[src/rtl/fwd_bypass_unit.sv]
// Operand-forwarding unit for the EX stage.
// Keeps a small pipe of in-flight destination tags, picks the youngest
// producer for each ID source operand, registers that choice into EX and
// muxes the EX operands. A load feeding the very next instruction raises
// a one-cycle stall, which is counted in a saturating counter.
module fwd_bypass_unit #(
   parameter int DATA_W  = 32,
   parameter int ADDR_W  = 5,
   parameter int NUM_SRC = 2,
   parameter int DEPTH   = 2,
   parameter int SEL_W   = 2,
   parameter int CNT_W   = 16
) (
   input  logic                       clk_i,
   input  logic                       rst_i,
   input  logic                       id_valid_i,
   input  logic [NUM_SRC*ADDR_W-1:0]  id_rs_addr_i,
   input  logic [ADDR_W-1:0]          id_rd_addr_i,
   input  logic                       id_reg_write_i,
   input  logic                       id_mem_read_i,
   input  logic                       flush_i,
   input  logic [NUM_SRC*DATA_W-1:0]  ex_rf_data_i,
   input  logic [DEPTH*DATA_W-1:0]    byp_data_i,
   output logic [NUM_SRC*DATA_W-1:0]  ex_operand_o,
   output logic [NUM_SRC*SEL_W-1:0]   ex_fwd_sel_o,
   output logic                       stall_o,
   output logic [CNT_W-1:0]           stall_cnt_o
);

   // Tag pipe: entry 0 is EX, entry k is k stages after EX.
   logic [DEPTH-1:0]    tag_valid_r;
   logic [DEPTH-1:0]    tag_wr_r;
   logic [DEPTH-1:0]    tag_mr_r;
   logic [ADDR_W-1:0]   tag_rd_r [DEPTH];

   logic [SEL_W-1:0]    sel_r      [NUM_SRC];
   logic [SEL_W-1:0]    sel_next_s [NUM_SRC];
   logic [NUM_SRC-1:0]  load_hit_s;
   logic                stall_s;
   logic                advance_s;
   logic [CNT_W-1:0]    stall_cnt_r;

   // Youngest matching producer per source; scanning oldest-first lets the lowest k win.
   always_comb begin
      for (int s = 0; s < NUM_SRC; s++) begin
         sel_next_s[s] = {SEL_W{1'b0}};
         load_hit_s[s] = 1'b0;
         for (int k = DEPTH - 1; k >= 0; k--) begin
            if (tag_valid_r[k] && tag_wr_r[k] &&
                (tag_rd_r[k] != {ADDR_W{1'b0}}) &&
                (tag_rd_r[k] == id_rs_addr_i[s*ADDR_W +: ADDR_W])) begin
               sel_next_s[s] = SEL_W'(k + 1);
               load_hit_s[s] = (k == 0) && tag_mr_r[k];
            end else begin
               sel_next_s[s] = sel_next_s[s];
               load_hit_s[s] = load_hit_s[s];
            end
         end
      end
   end

   // A flush squashes the ID instruction, so it also cancels any load-use stall.
   assign stall_s   = id_valid_i & ~flush_i & (|load_hit_s);
   assign advance_s = id_valid_i & ~stall_s & ~flush_i;
   assign stall_o   = stall_s;

   // Shift the tag pipe every cycle; entry 0 takes the ID instruction or a bubble.
   always_ff @(posedge clk_i) begin
      if (rst_i) begin
         tag_valid_r <= {DEPTH{1'b0}};
         tag_wr_r    <= {DEPTH{1'b0}};
         tag_mr_r    <= {DEPTH{1'b0}};
         for (int k = 0; k < DEPTH; k++) begin
            tag_rd_r[k] <= {ADDR_W{1'b0}};
         end
      end else begin
         tag_valid_r[0] <= advance_s;
         tag_wr_r[0]    <= advance_s & id_reg_write_i;
         tag_mr_r[0]    <= advance_s & id_mem_read_i;
         tag_rd_r[0]    <= advance_s ? id_rd_addr_i : {ADDR_W{1'b0}};
         for (int k = 1; k < DEPTH; k++) begin
            tag_valid_r[k] <= tag_valid_r[k-1];
            tag_wr_r[k]    <= tag_wr_r[k-1];
            tag_mr_r[k]    <= tag_mr_r[k-1];
            tag_rd_r[k]    <= tag_rd_r[k-1];
         end
      end
   end

   // Register the selects into EX; stalls, flushes and empty slots send a bubble (RF select).
   always_ff @(posedge clk_i) begin
      if (rst_i) begin
         for (int s = 0; s < NUM_SRC; s++) begin
            sel_r[s] <= {SEL_W{1'b0}};
         end
      end else begin
         for (int s = 0; s < NUM_SRC; s++) begin
            sel_r[s] <= advance_s ? sel_next_s[s] : {SEL_W{1'b0}};
         end
      end
   end

   // Count stall cycles, holding at the all-ones value instead of wrapping.
   always_ff @(posedge clk_i) begin
      if (rst_i) begin
         stall_cnt_r <= {CNT_W{1'b0}};
      end else if (stall_s && (stall_cnt_r != {CNT_W{1'b1}})) begin
         stall_cnt_r <= stall_cnt_r + CNT_W'(1);
      end else begin
         stall_cnt_r <= stall_cnt_r;
      end
   end

   assign stall_cnt_o = stall_cnt_r;

   // EX operand mux; out-of-range selects fall back to the register file.
   always_comb begin
      ex_operand_o = ex_rf_data_i;
      ex_fwd_sel_o = {(NUM_SRC*SEL_W){1'b0}};
      for (int s = 0; s < NUM_SRC; s++) begin
         ex_fwd_sel_o[s*SEL_W +: SEL_W] = sel_r[s];
         for (int k = 1; k <= DEPTH; k++) begin
            if (sel_r[s] == SEL_W'(k)) begin
               ex_operand_o[s*DATA_W +: DATA_W] = byp_data_i[(k-1)*DATA_W +: DATA_W];
            end else begin
               ex_operand_o[s*DATA_W +: DATA_W] = ex_operand_o[s*DATA_W +: DATA_W];
            end
         end
      end
   end

endmodule
[config.mk]
export PLATFORM = sky130hd
export DESIGN_NAME = fwd_bypass_unit
export DESIGN_NICKNAME = d
export VERILOG_FILES = /design/src/rtl/fwd_bypass_unit.sv
export SDC_FILE = /design/constraint.sdc
export NUM_CORES = 1
export LEC_CHECK = 0
export CAP_MARGIN = 15
export CORE_MARGIN = 10
export CORE_UTILIZATION = 55
export CTS_CLUSTER_DIAMETER = 60
export DETAILED_ROUTE_END_ITERATION = 6
export DONT_BUFFER_PORTS = 1
export GPL_ROUTABILITY_DRIVEN = 0
export PLACE_DENSITY_LB_ADDON = 0.08
export SYNTH_ARGS = -nofsm -noshare
export SYNTH_HDL_FRONTEND = slang
export SYNTH_SLANG_ARGS = --single-unit
[constraint.sdc]
create_clock -name clk_i -period 3.9 [get_ports clk_i]
set_input_delay 0.585 -clock clk_i [delete_from_list [all_inputs] [get_ports clk_i]]
set_output_delay 0.585 -clock clk_i [all_outputs]
set_load 0.02 [all_outputs]
# == Yosys cells after proc, flatten, opt, wreduce, memory -nomap -nowiden ==
# Memory sizes are Yosys's and may differ from the RTL's.
# Cells that the tools add are included.
# totals
regBits,21
ram_bits,14
in_bits,149
out_inout_bits,85
memories,2
# classes
n_addsub,1
n_eq_ne,9
n_mux,20
bitwise,12
reduce_logical,12
# mem_list
memory,depth,width,rd,rd_ports_with_merged_regs,wr,line_no,rtl
tag_rd_r,2,5,2,0,2,34,logic [ADDR_W-1:0] tag_rd_r [DEPTH];
sel_r,2,2,2,0,2,36,logic [SEL_W-1:0] sel_r [NUM_SRC];
# op_table
operator,count
$mux W32,4
$eq A5 B5 Y1,4
$add A16 B1 Y16 const B,1
$mux W2,8
$ne A16 B16 Y1 const B,1
$mux W5,3
$reduce_bool A5 Y1,2
$logic_and A1 B1 Y1,9
$and A1 B1 Y1,6
$mux W1,5
$eq A2 B1 Y1 const B,2
$eq A2 B2 Y1 const B,2
$or A1 B1 Y1,4
$not A1 Y1,2
$reduce_or A2 Y1,1

# == Logic depth before layout (Yosys ltp) ==
# logic_depth
depth_word,11
ltp_mapped,9
ltp_nobuf,6

# == Worst setup path after synthesis ==
# No wires, ideal clock.
# synth_timing
path_type,reg2out
start,mem sel_r[1][0] (netlist: sel_r[0][2])
end,out ex_operand_o[35]
t_arrival_ps,1872
path_slack_ps,1443
path_stages_with_launch,5
path_buffers,2
cell_sequence,dfxtp_1 > buf_1 > buf_1 > mux2i_1 > a21oi_1
# synth_rtl
element,line_no,rtl
start: declaration,36,
end: declaration,24,"output logic [NUM_SRC*DATA_W-1:0] ex_operand_o,"

==> results.md <==
- Initial antenna violation count: 0
- Area growth syn-to-layout: 2.127%
- Layout net count: 593
- TNS Setup: 0 ns
- Worst skew pair latency: 0.29 ns
- Die width: 101.4 µm
- #FFs+latches synth: 35
- Crit path kind: flip-flop to output pin
- Setup repair bufs after CTS: 0
- CTS tree: yes
- Core Box Area: 0.006386 mm²
- Outcome: finished, final reports clean
- Async SR Flop Fraction: 0%
- Antenna Nets Post-Route: 0
- P_leak: 0.001058 µW
- Vias: 3443
- Period utilization: 69.38%
- Worst-Margin Slew: 0.8285 ns
- Synth Cell Area: 0.003647 mm²
- Sink Count: 35
- Reg2reg path depth: 6
- R2r setup slk: 1.64 ns
- EDFF count, synth: 0
- Rel. slew slack: 44.76%
- Num CTS Buffers: 5
- Vias in the first global route: 3123
- Final count of hold timing violations: 0
- Syn_nets: 620
- Register area share after synthesis: 19.21%
- Die H: 101.4 µm
- CP peak stage delay: 0.87 ns
- Placement Setup Slack: 1.515 ns
- Clock root cell: clkbuf_8
- Min cycle time layout: 2.706 ns
- Gr ovfl total: 0
- Final Max Tran Viols: 0
- Rows: 29
- Cell variety after synth: 41
- # diodes: 0
- CP max FO: 46
- IO Count: 234
- Post-CTS Hold Buffers: 0
- Setup ws final: 1.194 ns
- Req. time, crit path: 3.31 ns
- Final setup viols: 0
- Slowest stage cell, crit path: dfxtp_2
- Die Area: 0.01029 mm²
- First-pass GRT wire length: 18170 µm
- Layout cell share with drive strength beyond 1: 6.757%
- WL final: 12570 µm
- Initial Utilization: 57.11%
- Layer with the highest usage: met2
- H-tree levels: 2
- Fmax: 0.3696 GHz
- DRC Markers: 0
- Maximum vdd drop: 0.0002397 V
- Max Buffers Root-to-Sink: 2
- Number of port buffers: 0
- Met1 Track Usage GR: 22.60%
- Clock slew at the register clock pins of the worst setup and hold paths: 0.08 ns
- Max cap viols: 0
- RSZ-0062 raised after global routing: no
- Cell chain of the critical path: buf_4 > a211oi_1 > a21oi_1
- Met3 Use GR: 9.939%
- Avg Inst Size Synth: 7.760 µm²
- Critical path capture point type: output pin
- GRT Overall Usage: 21.63%
- HPWL Detailed: 10160 µm
- Worst hold path depth: 1
- Primary FF master, synth: dfxtp_1
- Via-to-Cell Ratio: 6.608
- Largest net degree at the start of global routing: 64
- PwrDens: 213.8 mW/mm²
- YS warnings: 0
- WP data arrival: 2.12 ns
- Met2 Resource Use GR: 38.43%
- Clock Skews: 0.002703 ns
- Min-delay worst type: input pin to flip-flop
- DR pass1 iterations: 5
- Resized Gates After CTS: 0
- CP Launch Type: flip-flop
- WL per Instance: 24.13 µm
- Cells after Synth: 470
- DR iter-0 viols: 127
==> logic make-up (layout without fill, tap and decap cells) <==
family                     Yosys count  in the layout  synth area share (%)
and+or+nand+nor                    141            141                 23.91
xor gates and xnor gates            21             21                 5.043
muxes                               66             66                 18.18
DFF                                 35             35                 19.21
adders and majority gates            1              1                0.3430
AOI/OAI and AO/OA                  161            161                 28.16
buffers and inverters               45             19                 5.146
==> metal layers <==
layer / part of all wire (%) / routed length, µm / vias up
li1: - / - / 1707
met1: 35 / 4430 / 1576
met2: 51 / 6433 / 141
met3: 12 / 1500 / 19
met4: 1.6 / 206 / 0
met5: 0 / 0 / -
==> flip-flops by register name (all words and copies together), names as in the netlist <==
name,count
sel_r,4
tag_mr_r,1
tag_valid_r,2
stall_cnt_o,16
tag_rd_r,10
tag_wr_r,2
==> cells in the mapped netlist, types with 3 or more instances <==
master | number | share of area, %
o31ai_1 | 7 | 1.4
nor3_1 | 3 | 0.41
dfxtp_1 | 35 | 19
clkbuf_1 | 30 | 3.1
or3_1 | 4 | 0.69
mux2i_1 | 64 | 18
or4_1 | 9 | 1.9
a21oi_1 | 78 | 11
xor2_1 | 13 | 3.1
inv_1 | 4 | 0.41
o21ai_0 | 3 | 0.41
nor2b_1 | 73 | 13
nand4_1 | 4 | 0.69
nor2_1 | 11 | 1.1
buf_1 | 6 | 0.62
nor4_1 | 3 | 0.51
nand3_1 | 6 | 0.82
and2_1 | 8 | 1.4
a211oi_1 | 65 | 13
nand2_1 | 7 | 0.72
xnor2_1 | 8 | 1.9
buf_2 | 3 | 0.41
==> worst paths after layout <==
kind | startpoint | to
min reg2reg | tag_wr_r[0]$_SDFF_PP0_ | tag_wr_r[1]$_SDFF_PP0_
max reg2reg | stall_cnt_o[0]$_SDFFE_PP0P_ | stall_cnt_o[10]$_SDFFE_PP0P_
max | sel_r[0][1]$_SDFF_PP0_ | ex_operand_o[1]
min | rst_i | stall_cnt_o[1]$_SDFFE_PP0P_
==> placed cells by master, fill, tap and decap left out, types with 7 or more instances in the layout <==
cell type  count
a211oi_1      65
a21oi_1       78
and2_1         8
buf_4          7
dfxtp_1       31
mux2i_1       64
nand2_1        7
nor2_1        11
nor2b_1       73
o31ai_1        7
or4_1          9
xnor2_1        8
xor2_1        13
==> where the power goes <==
group	internal (µW)	switching, µW
Combinational	63.7	99.6
Sequential	359	3.72
Clock	128	142
Total	551	245
==> metrics by stage <==
step           util, %  total power, µW  hold slack (ns)  area, µm²  cells
2_1_floorplan        -            519.7           0.4379       3647    470
3_3_place_gp     56.90            532.5           0.4444       3633    513
3_5_place_dp     56.90            535.8           0.4544       3633    513
4_1_cts          58.33            806.1           0.3431       3725    521
5_1_grt          58.33            837.4           0.3355       3725    521
6_report         58.33            796.4           0.3537       3725    521
==> worst max-delay path: cells and delay by family, from the launching register on <==
family,cells,cell delay [ns]
flops,1,0.87
buf+inv,1,0.41
compound gates,2,0.53
==> cell type report <==
| cell class | instances | area, µm² |
|---|---|---|
| multi-input cells | 390 | 2759 |
| well taps | 77 | 96.34 |
| flip-flops and latches | 35 | 710.7 |
| clock inverters | 3 | 22.52 |
| repair buffers | 7 | 52.55 |
| clock buffers | 5 | 68.82 |
| fillers | 589 | 2661 |
| inverters | 4 | 15.01 |
Power figures use the tool's default switching activity.
